==> src/rtl/hist_update_pipe.sv <==
// Histogram write side: 3-stage read-modify-write increment pipeline with forwarding,
// a sweeper FSM that zeroes all bins, and an independent external read port.
// Define HIST_SAT_EN to make counts saturate at all-ones instead of wrapping.
module hist_update_pipe #(
  parameter int ADDR_W = 5,
  parameter int DEPTH  = 32,
  parameter int CNT_W  = 16
) (
  input  logic              clk,
  input  logic              rst,
  input  logic              in_valid,
  input  logic [ADDR_W-1:0] in_bin,
  output logic              in_ready,
  input  logic              clear_start,
  output logic              clear_busy,
  output logic              clear_done,
  input  logic              ram_en,
  input  logic [ADDR_W-1:0] addr_r,
  output logic [CNT_W-1:0]  data_r,
  output logic              rd_valid
);
  typedef enum logic [1:0] {INIT, IDLE, DRAIN, CLEAR} state_e;

  localparam logic [ADDR_W:0]   DEPTH_X = (ADDR_W+1)'(DEPTH);
  localparam logic [ADDR_W-1:0] LAST    = ADDR_W'(DEPTH-1);

  logic [CNT_W-1:0] mem [DEPTH];

  state_e            state_q, state_d;
  logic [ADDR_W-1:0] sweep_q, sweep_d;
  logic              drain_q, drain_d;
  logic              clear_done_q, clear_done_d;
  logic [2:1]        vld_pipe_q, vld_pipe_d;
  logic [ADDR_W-1:0] s1_bin_q, s1_bin_d, s2_bin_q, s2_bin_d;
  logic [CNT_W-1:0]  s1_ram_q, s1_ram_d, s2_val_q, s2_val_d;
  logic              w_vld_q, w_vld_d;
  logic [ADDR_W-1:0] w_bin_q, w_bin_d;
  logic [CNT_W-1:0]  w_val_q, w_val_d;
  logic              rd_valid_q, rd_valid_d;
  logic [CNT_W-1:0]  data_r_q, data_r_d;

  logic              accept, in_range, rd_range, sweeping, we;
  logic [ADDR_W-1:0] wa;
  logic [CNT_W-1:0]  wd, operand, inc;

  assign sweeping   = (state_q == INIT) || (state_q == CLEAR);
  assign in_ready   = (state_q == IDLE) && !clear_start;
  assign accept     = in_valid && in_ready;
  assign in_range   = {1'b0, in_bin} < DEPTH_X;
  assign rd_range   = {1'b0, addr_r} < DEPTH_X;
  assign clear_busy = (state_q != IDLE);
  assign clear_done = clear_done_q;
  assign data_r     = data_r_q;
  assign rd_valid   = rd_valid_q;

  // Single write port: the sweeper owns it while sweeping, the pipeline's S2 otherwise.
  always_comb begin
    we = 1'b0;
    wa = s2_bin_q;
    wd = s2_val_q;
    if (sweeping) begin
      we = 1'b1;
      wa = sweep_q;
      wd = '0;
    end else if (vld_pipe_q[2]) begin
      we = 1'b1;
    end
  end

  // The S0 read misses both the S2 value in flight and the write landing on the
  // same edge as the read, so both are forwarded, newest first.
  always_comb begin
    operand = s1_ram_q;
    if (vld_pipe_q[2] && (s2_bin_q == s1_bin_q))  operand = s2_val_q;
    else if (w_vld_q && (w_bin_q == s1_bin_q))    operand = w_val_q;
  end

`ifdef HIST_SAT_EN
  assign inc = (&operand) ? operand : operand + CNT_W'(1);
`else
  assign inc = operand + CNT_W'(1);
`endif

  always_comb begin
    vld_pipe_d = {vld_pipe_q[1], accept && in_range};
    s1_bin_d   = in_bin;
    s1_ram_d   = in_range ? mem[in_bin] : '0;
    s2_bin_d   = s1_bin_q;
    s2_val_d   = inc;
    w_vld_d    = we;
    w_bin_d    = wa;
    w_val_d    = wd;
    rd_valid_d = ram_en;
    data_r_d   = data_r_q;
    if (ram_en) data_r_d = rd_range ? mem[addr_r] : '0;
  end

  always_comb begin
    state_d      = state_q;
    sweep_d      = sweep_q;
    drain_d      = 1'b0;
    clear_done_d = 1'b0;
    case (state_q)
      INIT, CLEAR: begin
        sweep_d = sweep_q + ADDR_W'(1);
        if (sweep_q == LAST) begin
          state_d      = IDLE;
          sweep_d      = '0;
          clear_done_d = (state_q == CLEAR);
        end
      end
      IDLE:  if (clear_start) state_d = DRAIN;
      DRAIN: begin
        drain_d = 1'b1;
        if (drain_q) state_d = CLEAR;
      end
      default: state_d = INIT;
    endcase
  end

  always_ff @(posedge clk) begin
    if (rst) begin
      state_q      <= INIT;
      sweep_q      <= '0;
      drain_q      <= 1'b0;
      clear_done_q <= 1'b0;
      vld_pipe_q   <= '0;
      w_vld_q      <= 1'b0;
      rd_valid_q   <= 1'b0;
      data_r_q     <= '0;
    end else begin
      state_q      <= state_d;
      sweep_q      <= sweep_d;
      drain_q      <= drain_d;
      clear_done_q <= clear_done_d;
      vld_pipe_q   <= vld_pipe_d;
      w_vld_q      <= w_vld_d;
      rd_valid_q   <= rd_valid_d;
      data_r_q     <= data_r_d;
    end
    s1_bin_q <= s1_bin_d;
    s1_ram_q <= s1_ram_d;
    s2_bin_q <= s2_bin_d;
    s2_val_q <= s2_val_d;
    w_bin_q  <= w_bin_d;
    w_val_q  <= w_val_d;
  end

  always_ff @(posedge clk) begin
    if (we && !rst) mem[wa] <= wd;
  end
endmodule

==> config.mk <==
export PLATFORM = sky130hd
export DESIGN_NAME = hist_update_pipe
export DESIGN_NICKNAME = d
export VERILOG_FILES = /design/src/rtl/hist_update_pipe.sv
export SDC_FILE = /design/constraint.sdc
export NUM_CORES = 1
export LEC_CHECK = 0
export CAP_MARGIN = 15
export CELL_PAD_IN_SITES_DETAIL_PLACEMENT = 2
export CELL_PAD_IN_SITES_GLOBAL_PLACEMENT = 2
export CORE_UTILIZATION = 45
export DETAILED_ROUTE_END_ITERATION = 16
export PLACE_DENSITY = 0.84
export SYNTH_ARGS = -nofsm -noshare
export SYNTH_HDL_FRONTEND = slang
export SYNTH_SLANG_ARGS = --single-unit
export TNS_END_PERCENT = 30
==> constraint.sdc <==
create_clock -name clk -period 5.9 [get_ports clk]
set_input_delay 1.18 -clock clk [delete_from_list [all_inputs] [get_ports clk]]
set_output_delay 1.18 -clock clk [all_outputs]
set_load 0.01 [all_outputs]
==> results.md, run 1 <==
* Status: complete, no violations
* Rel. slew slack at 17.4%
* Worst Setup Start Kind: flip-flop
* DR iter-0 viols at 2225
* R2r setup slk at 1.81 ns
* DRT Pass-1 Iters at 5
* FMAX at 0.245 GHz
* Met3 usage at 6.66%
* Pre-CTS WS at 1.87 ns
* Family with the most delay on the worst path: simple AND/OR/NAND/NOR gates
* Sw Pwr at 3.70 mW
* Main area contributors after synthesis: edfxtp_1 57%, mux4_2 27%, dfxtp_1 6.9%
* R2r startpoint: state_q[0]
* H-tree depth at 3
* Worst-skew pair later-pin latency at 0.61 ns
* Yosys reg bits at 604
* Hold WS at 0.408 ns
* Most common cell in the netlist: edfxtp_1
* Peak supply drop at 0.305 mV
* GPL Wtd Cong at 0.840
* Area grow syn2layout at 14.5%
* Reg2reg end: mem[4][15]
* Core Rows at 89
* Final Hold Viols at 0
* CTS Hold Buffers Added at 0
* Period Utilization, post-route at 69.3%
* Netlist cell types at 44
* Initial antenna violation count at 1
* Area post-placement at 28400 um2
* CP max FO at 18
* Synth area leader: edfxtp_1
* Gr ovfl total at 0
* Top cell by count, worst path: buf_4
* Clock Sink Count at 604
* Slew @ Worst Pin at 1.24 ns
* Period minus WS final at 4.09 ns
* Setup repair bufs after CTS at 0
* TritonCTS Buffers at 67
* Num ports at 35
* ANT cells at 0
* Internal power at 8.76 mW
* Final clock skew at 0.0371 ns
* Avg Inst Size Synth at 20.2 um2
* DIE HEIGHT at 246 um
* Util after Layout at 52.1%
* Synth warn at 0
* Die ar. at 60500 um2
* Clock buffer depth at 3
* Critical path endpoint category: flip-flop
* Antenna Nets Post-Route at 0
* Fin. max-slew vios at 0
* Hold Path Origin: s1_bin_q[0]
* Post-synthesis async set-or-reset flop share at 0%
* CTS clk-pin slew, worst paths at 0.06 ns
* Hold WC Path Type: reg2reg
* Placed insts at 2099
* First-pass GRT wire length at 133000 um
* Wire length per cell at 42.6 um
* Tot Pwr at 12.5 mW
* Cell Area, Synth at 26800 um2
* Met1 usage at 41.5%
* Worst Setup SP: state_q[0]
* Post-synth top cells: 512 x edfxtp_1, 320 x mux4_2, 92 x dfxtp_1
* Hold path depth at 0
* Gr busiest metal: met2
* Largest net degree at the start of global routing at 92
* Fin cells at 2222
* Non-Filler Cell Area, Final at 30700 um2
* Critical-path cell list: inv_1 -> ha_1 -> buf_4 -> mux2i_1 -> nand2_1 -> nor2_2 -> buf_4
* WP data required at 6.21 ns
* CTS resizes at 0
* Met2 GRT Util at 52.6%
* DRC violations left at 0
* Via count at 15600
* Slowest-stage cell, CP: nor2_2
* Leak pwr at 9.86 nW
* Initial Util at 45.5%
* Final setup margin at 1.81 ns
* Sw frac at 29.7%
* CP Class: reg2reg
* Clock root cell: clkbuf_16
* Share of cells above drive strength 1 at 38.8%
* Vias per cell at 7.03
* Clock share of power at 34.9%
* NumNets Final at 1419
* Reg2Reg Depth at 7
* Post-synth top area share at 57.4%
* Die width at 246 um
* Reg power frac at 46.1%
* Primary FF master, synth: edfxtp_1
* Combinational share of power at 19.1%
* Core area at 58900 um2
* Gr usage total at 32.1%
* Crit-path max cell delay at 1.00 ns
* Max Cap Viol at 0
* DP HPWL at 56400 um
* RSZ-0062 raised after global routing: false
* Final WL at 94700 um
* Final setup vio count at 0
* TNS Setup at 0 ns
* CP Buf/Inv Count at 3
* Fillers at 4871
* Hold Path End: s2_bin_q[0]
* Syn_nets at 1346
* Number of global-route vias before repair at 16900
* Cell Pwr Density at 406 nW/um2
* Post-synthesis sequential area ratio at 64.2%
* CP Data Arrival Time at 4.40 ns
* TritonCTS clock tree: built
* Number of synthesized flops with an enable pin at 512
* Syn Inst Count at 1325
* Buffers on Ports at 34
## worst max path at each step
| stage | cells past startpoint | endpoint | slack (ns) |
|---|---|---|---|
| 4_1_cts | 7 | mem[0][5] | 1.86 |
| 5_1_grt | 7 | mem[12][3] | 1.78 |
| 2_1_floorplan | 5 | s1_ram_q[0] | 2.52 |
| 3_3_place_gp | 6 | mem[14][14] | 1.74 |
| 6_report | 7 | mem[4][15] | 1.81 |
| 3_5_place_dp | 6 | mem[4][15] | 1.87 |
## cell usage in the layout, fill, tap and decap left out, types with 22 or more instances in the layout
cell type / instances
buf_4: 49
nor2_2: 30
clkdlybuf4s50_1: 25
clkbuf_16: 71
edfxtp_1: 512
mux2i_1: 27
nand2_1: 22
mux4_2: 320
dfxtp_1: 92
nor2_1: 40
## layer usage
layer | up-vias | share of wire (%) | routed length (um)
li1 | 5799 | - | -
met1 | 8496 | 37 | 34700
met2 | 1091 | 49 | 46700
met3 | 243 | 9.3 | 8780
met4 | 2 | 4.7 | 4480
met5 | - | 0.012 | 11
## sequential cells by signal, summed over array words and instances, names as in the netlist
name	count
state_q	2
w_val_q	16
w_bin_q	5
clear_done	1
sweep_q	5
s2_val_q	16
data_r	16
s1_bin_q	5
w_vld_q	1
mem	512
rd_valid	1
drain_q	1
s1_ram_q	16
s2_bin_q	5
vld_pipe_q	2
## area by class of cell
class                           count  area, um2  share of cell area, %
Sequential cell                   604      17200                   56.1
Multi-Input combinational cell    615       9290                   30.3
Clock buffer                      100       2030                   6.60
Tap cell                          773        967                   3.15
Timing Repair Buffer               98        935                   3.05
Clock inverter                     20        200                  0.653
Inverter                           12       45.0                  0.147
## worst register-to-register path: cells and delay by family (launching register included)
| family | cells | cell delay, ns |
|---|---|---|
| fa+ha+maj | 1 | 0.78 |
| buf+inv | 3 | 0.78 |
| flops | 1 | 0.38 |
| mux | 1 | 0.55 |
| simple gates | 2 | 1.32 |
## power groups by stage
stage	clock [mW]	combinational, mW	sequential (mW)
finish	4.35	2.37	5.74
floorplan	0	1.24	5.71
global route	4.53	2.45	5.75
CTS	4.40	2.31	5.73
detailed placement	0	2.25	5.80
global placement	0	2.00	5.75
## logic make-up after synthesis
logic type,count (synthesis),synth area share (%)
AO/OA/AOI/OAI,52,1.35
XOR/XNOR,21,0.686
adder cells (fa/ha/maj),6,0.280
buffers and inverters,106,1.62
flip-flops,604,64.2
multiplexers,364,28.6
AND/OR/NAND/NOR,172,3.23
No activity file was read; power rests on OpenSTA's default activity.
==> inputs of run 2 (changes only) <==
--- a/config.mk
+++ b/config.mk
@@ -10,7 +10,7 @@
 export CELL_PAD_IN_SITES_GLOBAL_PLACEMENT = 2
 export CORE_UTILIZATION = 45
 export DETAILED_ROUTE_END_ITERATION = 16
-export PLACE_DENSITY = 0.84
+export PLACE_DENSITY = 0.87
 export SYNTH_ARGS = -nofsm -noshare
 export SYNTH_HDL_FRONTEND = slang
 export SYNTH_SLANG_ARGS = --single-unit
==> constraint.sdc (replaced) <==
create_clock -name clk -period 3.3 [get_ports clk]
set_input_delay 0.66 -clock clk [delete_from_list [all_inputs] [get_ports clk]]
set_output_delay 0.66 -clock clk [all_outputs]
set_load 0.01 [all_outputs]
==> results.md, run 2 (synthesized netlist as in run 1, its figures left out) <==
* CTS Hold Buffers Added at 0
* DRC violations left at 0
* Clock Sink Count at 604
* RSZ-0062 raised after global routing: false
* CP Buf/Inv Count at 2
* Rel. slew slack at 20.8%
* Wire length per cell at 45.3 um
* R2r setup slk at -0.01 ns
* DR iter-0 viols at 2489
* FMAX at 0.302 GHz
* CTS clk-pin slew, worst paths at 0.07 ns
* Most common cell after layout, fill and taps aside: edfxtp_1
* Placed insts at 2154
* DRT Pass-1 Iters at 5
* Most frequent cells in the layout: 512 x edfxtp_1, 320 x mux4_2, 92 x dfxtp_1, 86 x buf_4, 71 x clkbuf_16
* Final clock skew at 0.0298 ns
* Core area at 58900 um2
* TritonCTS Buffers at 67
* Sw Pwr at 6.92 mW
* Critical path endpoint category: flip-flop
* Tot Pwr at 22.7 mW
* Area post-placement at 29100 um2
* Hold WS at 0.346 ns
* Final setup margin at -0.0133 ns
* Num ports at 35
* Gr usage total at 35.0%
* CP Class: reg2reg
* Fin cells at 2279
* Setup repair bufs after CTS at 0
* CP Data Arrival Time at 3.58 ns
* Largest net degree at the start of global routing at 62
* Worst Setup Start Kind: flip-flop
* Util after Layout at 53.2%
* Internal power at 15.7 mW
* Initial antenna violation count at 6
* H-tree depth at 3
* Final WL at 103000 um
* Critical-path cell list: inv_1 -> ha_1 -> mux2i_1 -> nand2_1 -> nor2_2 -> buf_4
* WP data required at 3.57 ns
* Final setup vio count at 16
* GPL Wtd Cong at 0.829
* Area grow syn2layout at 16.9%
* Buffers on Ports at 34
* Status: finished, violations left
* Die width at 246 um
* Final Hold Viols at 0
* Combinational share of power at 20.0%
* Family with the most delay on the worst path: simple AND/OR/NAND/NOR gates
* Cell Pwr Density at 723 nW/um2
* Clock share of power at 34.7%
* Fin. max-slew vios at 0
* Clock buffer depth at 3
* First-pass GRT wire length at 143000 um
* TritonCTS clock tree: built
* Die ar. at 60500 um2
* Sw frac at 30.5%
* Max Cap Viol at 0
* Core Rows at 89
* DP HPWL at 59500 um
* Hold WC Path Type: in2reg
* Period minus WS final at 3.31 ns
* Non-Filler Cell Area, Final at 31300 um2
* NumNets Final at 1471
* Antenna Nets Post-Route at 0
* Biggest register: mem
* Failing checks: negative setup slack
* Gr ovfl total at 0
* Number of flip-flops in the largest register at 512
* DIE HEIGHT at 246 um
* Clock root cell: clkbuf_16
* Slew @ Worst Pin at 1.19 ns
* Slowest-stage cell, CP: mux2i_1
* Reg power frac at 45.3%
* Crit-path max cell delay at 0.58 ns
* Number of global-route vias before repair at 17600
* Initial Util at 45.5%
* Share of cells above drive strength 1 at 40.9%
* Peak supply drop at 0.416 mV
* CP max FO at 13
* Worst-skew pair later-pin latency at 0.64 ns
* Via count at 16600
* Vias per cell at 7.27
* CTS resizes at 0
* Leak pwr at 10.2 nW
* Period Utilization, post-route at 100%
## run 2: cell count changes in the layout (fill, tap and decap cells not counted), moves of 3 or more
cell,before,now
clkbuf_8,16,7
clkinv_1,4,10
clkinv_2,3,13
clkbuf_1,15,12
buf_6,3,0
buf_12,4,29
buf_4,49,86
buf_8,10,2
## run 2: worst reg2reg max path: cells and delay by family (launching register included)
family	cells	cell delay, ns
simple gates	2	0.95
mux	1	0.59
buf+inv	2	0.52
flops	1	0.41
fa+ha+maj	1	0.49
## run 2: path summary, 6_finish.rpt
check	cells past startpoint	end	start
max	6	mem[0][4]	state_q[0]
min reg2reg	0	s2_bin_q[0]	s1_bin_q[0]
max reg2reg	6	mem[0][4]	state_q[0]
min	1	s1_bin_q[1]	in_bin[1]
## run 2: routing by layer
layer / wire length (um) / up-vias / global-route usage [%]
met5: 29 / - / 0
met4: 6470 / 4 / 19.4
met3: 11400 / 353 / 8.68
met2: 49900 / 1419 / 56.0
met1: 35400 / 8897 / 43.8
li1: - / 5903 / -
## run 2: area by class of cell
type                    instances  area [um2]
well taps                     773         967
clock inverters                35         330
fillers                      4863       27600
inverters                      12        45.0
multi-input cells             615        9290
flip-flops and latches        604       17200
repair buffers                150        1590
diodes                          2        5.00
clock buffers                  88        1890
## run 2: metrics by stage
step / worst slack, ns / TNS [ns]
after floorplan: 0.444 / 0
after global placement: 0.296 / 0
after detailed placement: 0.0878 / 0
after CTS: 0.0787 / 0
after global routing: 0.00894 / 0
final: -0.0133 / -0.116
## run 2: power by group through the flow
stage	registers, mW	logic [mW]	clock network [mW]
6_report	10.3	4.54	7.86
5_1_grt	10.3	4.60	8.12
4_1_cts	10.3	4.39	7.92
3_5_place_dp	10.4	4.25	0
3_3_place_gp	10.3	3.82	0
2_1_floorplan	10.2	2.23	0
